### src/rtl/mem_port_pkg.sv
// Shared definitions for the unified memory port initiator: access sizes,
// controller states and the alignment rule.
package mem_port_pkg;

  localparam logic [1:0] SZ_W = 2'b00;
  localparam logic [1:0] SZ_H = 2'b01;
  localparam logic [1:0] SZ_B = 2'b10;
  localparam logic [1:0] SZ_X = 2'b11;

  typedef enum logic [1:0] {
    IDLE  = 2'd0,
    ACC_F = 2'd1,
    ACC_D = 2'd2,
    ERR   = 2'd3
  } state_t;

  // A size is legal only at an address that is a multiple of its width.
  function automatic logic align_ok(input logic [1:0] size, input logic [1:0] addr_lo);
    logic ok;
    case (size)
      SZ_W:    ok = (addr_lo == 2'b00);
      SZ_H:    ok = !addr_lo[0];
      SZ_B:    ok = 1'b1;
      default: ok = 1'b0;
    endcase
    return ok;
  endfunction

endpackage

### src/rtl/mem_rr_arbiter.sv
// Two-way round-robin arbiter; req/gnt bit 0 is fetch, bit 1 is load/store.
module mem_rr_arbiter (
  input  logic       clk,
  input  logic       rst_n,
  input  logic       en,
  input  logic [1:0] req,
  output logic [1:0] gnt
);

  logic last_fetch;

  // On a tie the requester that did not win last time is granted.
  always_comb begin
    gnt = '0;
    if (en) begin
      gnt[0] = req[0] & (!req[1] | !last_fetch);
      gnt[1] = req[1] & (!req[0] |  last_fetch);
    end
  end

  always_ff @(posedge clk or negedge rst_n) begin
    if (!rst_n) begin
      last_fetch <= 1'b1;
    end else if (|gnt) begin
      last_fetch <= gnt[0];
    end
  end

endmodule

### src/rtl/mem_port_master.sv
// Initiator of the shared instruction/data memory port: arbitrates fetch and
// load/store, issues one registered memory command and returns the result.
module mem_port_master
  import mem_port_pkg::*;
#(
  parameter int unsigned ADDR_W = 8,
  parameter int unsigned DATA_W = 32
) (
  input  logic              clk,
  input  logic              rst_n,
  input  logic              if_req,
  input  logic [ADDR_W-1:0] if_addr,
  output logic              if_ready,
  output logic              if_valid,
  output logic [DATA_W-1:0] if_inst,
  input  logic              ls_req,
  input  logic              ls_we,
  input  logic [1:0]        ls_size,
  input  logic              ls_signed,
  input  logic [ADDR_W-1:0] ls_addr,
  input  logic [DATA_W-1:0] ls_wdata,
  output logic              ls_ready,
  output logic              ls_rvalid,
  output logic [DATA_W-1:0] ls_rdata,
  output logic              ls_err,
  output logic              mem_phase,
  output logic              mem_read,
  output logic              mem_write,
  output logic [1:0]        mem_size,
  output logic              mem_signed,
  output logic [ADDR_W-1:0] mem_addr,
  output logic [DATA_W-1:0] mem_wdata,
  input  logic [DATA_W-1:0] mem_rdata
);

  state_t     state;
  logic       idle;
  logic [1:0] gnt;
  logic       ls_legal;

  assign idle     = (state == IDLE);
  assign if_ready = idle;
  assign ls_ready = idle;
  assign ls_legal = align_ok(ls_size, ls_addr[1:0]);

  mem_rr_arbiter u_arb (
    .clk   (clk),
    .rst_n (rst_n),
    .en    (idle),
    .req   ({ls_req, if_req}),
    .gnt   (gnt)
  );

  always_ff @(posedge clk or negedge rst_n) begin
    if (!rst_n) begin
      state      <= IDLE;
      mem_phase  <= 1'b1;
      mem_read   <= 1'b0;
      mem_write  <= 1'b0;
      mem_size   <= SZ_W;
      mem_signed <= 1'b0;
      mem_addr   <= '0;
      mem_wdata  <= '0;
      if_valid   <= 1'b0;
      if_inst    <= '0;
      ls_rvalid  <= 1'b0;
      ls_rdata   <= '0;
      ls_err     <= 1'b0;
    end else begin
      if_valid  <= 1'b0;
      ls_rvalid <= 1'b0;
      if (state == IDLE) begin
        if (gnt[0]) begin
          state     <= ACC_F;
          mem_phase <= 1'b1;
          mem_addr  <= if_addr & ~ADDR_W'(3);
        end else if (gnt[1]) begin
          // Illegal requests skip the memory entirely; command flops stay idle.
          if (ls_legal) begin
            state      <= ACC_D;
            mem_phase  <= 1'b0;
            mem_read   <= !ls_we;
            mem_write  <= ls_we;
            mem_size   <= ls_size;
            mem_signed <= ls_signed;
            mem_addr   <= ls_addr;
            mem_wdata  <= ls_wdata;
          end else begin
            state <= ERR;
          end
        end
      end else begin
        state      <= IDLE;
        mem_phase  <= 1'b1;
        mem_read   <= 1'b0;
        mem_write  <= 1'b0;
        mem_size   <= SZ_W;
        mem_signed <= 1'b0;
        mem_addr   <= '0;
        mem_wdata  <= '0;
        if (state == ACC_F) begin
          if_valid <= 1'b1;
          if_inst  <= mem_rdata;
        end else if (state == ACC_D) begin
          ls_rvalid <= 1'b1;
          ls_err    <= 1'b0;
          ls_rdata  <= mem_write ? '0 : mem_rdata;
        end else begin
          ls_rvalid <= 1'b1;
          ls_err    <= 1'b1;
          ls_rdata  <= '0;
        end
      end
    end
  end

endmodule
### config.mk
export PLATFORM = sky130hd
export DESIGN_NAME = mem_port_master
export DESIGN_NICKNAME = d
export VERILOG_FILES = /design/src/rtl/mem_port_pkg.sv /design/src/rtl/mem_rr_arbiter.sv /design/src/rtl/mem_port_master.sv
export SDC_FILE = /design/constraint.sdc
export NUM_CORES = 1
export LEC_CHECK = 0
export CAP_MARGIN = 25
export CORE_MARGIN = 8
export CORE_UTILIZATION = 45
export CTS_CLUSTER_SIZE = 30
export DETAILED_ROUTE_END_ITERATION = 8
export GPL_TIMING_DRIVEN = 0
export PLACE_DENSITY = 0.88
export SLEW_MARGIN = 20
export SYNTH_ARGS = -nofsm -noshare
export SYNTH_HDL_FRONTEND = slang
export SYNTH_SLANG_ARGS = --single-unit
### constraint.sdc
create_clock -name clk -period 2.15 [get_ports clk]
set_input_delay 0.215 -clock clk [delete_from_list [all_inputs] [get_ports clk]]
set_output_delay 0.215 -clock clk [all_outputs]
set_load 0.05 [all_outputs]
==> flow_summary.yaml <==
run_status:
  outcome: "finished clean"
critical_path:
  worstPathRequired_ns: 1.93
  arrival_ns: 1.84
  cpLargestDelayFamily: "buffers and inverters"
  critical_path_peak_fanout: 2
  critPathLaunchType: "flop"
  r2r_end: "mem_addr[6]$_DFFE_PN0P_"
  critical_path.max_stage_delay_ns: 0.82
  critical_path_class: "reg2out"
  startpoint: "mem_phase$_DFFE_PN1P_"
  regToRegStartpoint: "u_arb.last_fetch$_DFFE_PN1P_"
  cp_slowest_cell: "sky130_fd_sc_hd__clkdlybuf4s50_1"
  rrSetupSlack_ns: 0.26
  crit_buf_inv: 1
  critical_path.cell_chain: "clkdlybuf4s50_1"
  worst_setup_path_end_kind: "output port"
  logic_depth_of_the_worst_register_to_register_path: 4
floorplan:
  floorplan.die_area_um2: 13360
  dieWidth_um: 115.6
  rows: 36
  die_height_um: 115.6
  initial_core_util_pct: 46.10
  coreArea_um2: 9684
  io-pin-count: 203
global_routing:
  antenna_found_initial: 0
  grt_max_degree: 63
  global_route.usage.total_pct: 21.16
  grt_first_pass_wirelength_mm: 21.67
  first_global_vias: 3996
  gr-total-overflow: 0
cts:
  clock_insertion_delay_worst_skew_ns: 0.50
  h-tree-depth: 4
  clk_path_buf_depth: 2
  cts-root-buf: "sky130_fd_sc_hd__clkbuf_8"
  tritoncts: "yes"
  cts.clk_slew.worst_paths_ns: 0.06
  clkSinkCount: 116
  cts_inserted_buffers: 17
synthesis:
  ys_warn_count: 0
  synth_async_sr_flop_share_pct: 100.0
  yosys_register_bits: 116
  yosysMostFrequentCell: "sky130_fd_sc_hd__dfrtp_1"
  netlist_area_um2: 4464
  number_of_synthesized_flops_with_an_enable_pin: 0
  cell_taking_the_most_area_after_synthesis: "sky130_fd_sc_hd__dfrtp_1"
  dominantRegCellSynth: "sky130_fd_sc_hd__dfrtp_1"
  synth.yosys.seq_area_share_pct: 65.08
  syn-mean-instance-area_um2: 12.72
  synthesis.nets: 439
  ys_types: 34
  number_of_instances_in_the_synthesized_netlist: 351
  synth.top_cells.by_area: "sky130_fd_sc_hd__dfrtp_1 (64%), sky130_fd_sc_hd__mux2_2 (8.3%), sky130_fd_sc_hd__a22o_1 (7.3%), sky130_fd_sc_hd__o21ai_0 (3.4%), sky130_fd_sc_hd__nand2_1 (3.3%)"
  post-synth-top-area-fraction_pct: 63.90
  synth.cells.most_frequent: "sky130_fd_sc_hd__dfrtp_1 (114), sky130_fd_sc_hd__nand2_1 (39), sky130_fd_sc_hd__a22o_1 (37)"
layout:
  layout.core_utilization_pct: 75.00
  number_of_nets_in_the_layout: 660
  antenna-diode-count: 0
  drive_above_1_share_pct: 16.07
  layout-area-overhead-vs-synth_pct: 62.70
sta:
  report.final.slew_viol_count: 0
  final_critical_path_setup_slack_ns: 0.09716
  hold_viol: 0
  max_freq_mhz: 487.1
  fin_crit_ns: 2.053
  worst_slew_margin_rel_pct: 52.17
  fin_hold_ws_ns: 0.2572
  setup_viol_count_final: 0
  unrepaired_setup_endpoints_after_global_routing: "no"
  fin_crit_sh_pct: 95.48
  worst-slew-pin-transition_ns: 0.7119
  finalClockSkew_ns: 0.008024
placed_design:
  dpl_worst_slack_ns: 0.01923
  placer_congestion: 0.7308
  detailed_place_hpwl_mm: 10.36
  port_buffers: 200
route:
  detail_route.iter0.violations: 150
  drcViolationCount: 0
  via_count_of_the_routed_design: 3623
  detail_route.wirelength_mm: 13.98
  drt_pass1_iterations: 6
  avgRoutedWirePerCell_um: 19.47
  via_per_inst: 5.046
  final_antenna_net_count: 0
min_path:
  worst_min_delay_path_category: "in2async"
power_and_ir_drop:
  irDropWorstVdd_mv: 0.8609
  power-per-cell-area_nw_per_um2: 1726
  post-layout-total-power_uw: 12540
  leakagePower_uw: 0.003195
run:
  drv.max_cap_violation_count: 0
through the flow:
stage | area, um^2 | TNS, ns | std cells
after detailed placement | 6661 | 0 | 685
final | 7263 | 0 | 718
after floorplan | 4464 | 0 | 351
after global placement | 6633 | -385.26 | 684
after global routing | 7263 | 0 | 718
after CTS | 7267 | 0 | 718
state kept, by name, summed over array words and instances, names as in the netlist, 2 cells and up:
| register | cells |
|---|---|
| mem_wdata | 32 |
| ls_rdata | 32 |
| mem_size | 2 |
| if_inst | 32 |
| mem_addr | 8 |
| state | 2 |
layout by cell type, fill, tap and decap left out, types with 2 or more instances in the layout:
cell	netlist	layout
sky130_fd_sc_hd__a21oi_1	4	4
sky130_fd_sc_hd__a221o_1	2	2
sky130_fd_sc_hd__a22o_1	37	37
sky130_fd_sc_hd__a2bb2oi_1	4	4
sky130_fd_sc_hd__and3_1	2	2
sky130_fd_sc_hd__buf_2	12	12
sky130_fd_sc_hd__buf_4	1	2
sky130_fd_sc_hd__buf_6	1	2
sky130_fd_sc_hd__bufinv_16	0	3
sky130_fd_sc_hd__clkbuf_1	5	6
sky130_fd_sc_hd__clkbuf_16	0	16
sky130_fd_sc_hd__clkbuf_8	0	3
sky130_fd_sc_hd__clkdlybuf4s50_1	0	197
sky130_fd_sc_hd__clkinv_2	0	3
sky130_fd_sc_hd__clkinv_4	0	2
sky130_fd_sc_hd__clkinvlp_4	0	3
sky130_fd_sc_hd__dfrtp_1	114	114
sky130_fd_sc_hd__dfstp_2	2	2
sky130_fd_sc_hd__inv_1	34	34
sky130_fd_sc_hd__mux2_2	33	33
sky130_fd_sc_hd__nand2_1	39	39
sky130_fd_sc_hd__nand2b_1	2	2
sky130_fd_sc_hd__nand3_1	2	2
sky130_fd_sc_hd__nor3_1	3	3
sky130_fd_sc_hd__o21ai_0	30	30
sky130_fd_sc_hd__o21ai_1	6	6
sky130_fd_sc_hd__o31ai_1	4	4
cells by family (layout without fill, tap and decap cells):
| kind of cell | Yosys count | in the layout | share of synthesized area (%) |
|---|---|---|---|
| flip-flops | 116 | 116 | 65.08 |
| AND/OR/NAND/NOR | 54 | 54 | 5.773 |
| AO/OA/AOI/OAI | 94 | 94 | 15.44 |
| buffers and inverters | 54 | 288 | 5.381 |
| multiplexers | 33 | 33 | 8.324 |
report_power, final:
part	leakage [uW]	switching [uW]	total [uW]	internal, uW
clock network	0.000287	990	2820	1830
logic	0.00143	4110	6270	2160
registers	0.00148	466	3450	2980
total	0.00319	5560	12500	6970
what timing repair did:
action | 4_1_cts | 5_1_grt
gates resized for setup | 3 | 2
cloned | 0 | 0
hold buffers | 1 | 0
endpoints found under the hold margin | 52 | 0
endpoints found under the setup margin | 2 | 1
buffers inserted | 0 | 0
worst max path at each step:
stage	to	depth (start not counted)	slack [ns]
after floorplan	mem_size[0]$_DFFE_PN0P_	4	0.36
after global placement	if_inst[7]$_DFFE_PN0P_	1	-3.35
after detailed placement	mem_addr[7]$_DFFE_PN0P_	5	0.02
after CTS	if_ready	2	0.04
after global routing	mem_phase	1	0.03
final	mem_phase	1	0.1
metal layers:
metal	vias up	routed length (um)	GRT usage [%]
met5	-	0	0
met4	0	284	7.443
met3	24	1166	8.181
met2	142	7090	36.24
met1	1796	5439	23.49
li1	1661	-	-
cell type report:
type	count	area (um^2)
well taps	133	166.4
clock buffers	20	445.4
plain buffers	20	112.6
repair buffers	202	2033
inverters	34	127.6
flip-flops and latches	116	2905
clock inverters	12	153.9
fillers	616	2421
multi-input cells	181	1319
Power figures use the tool's default switching activity.
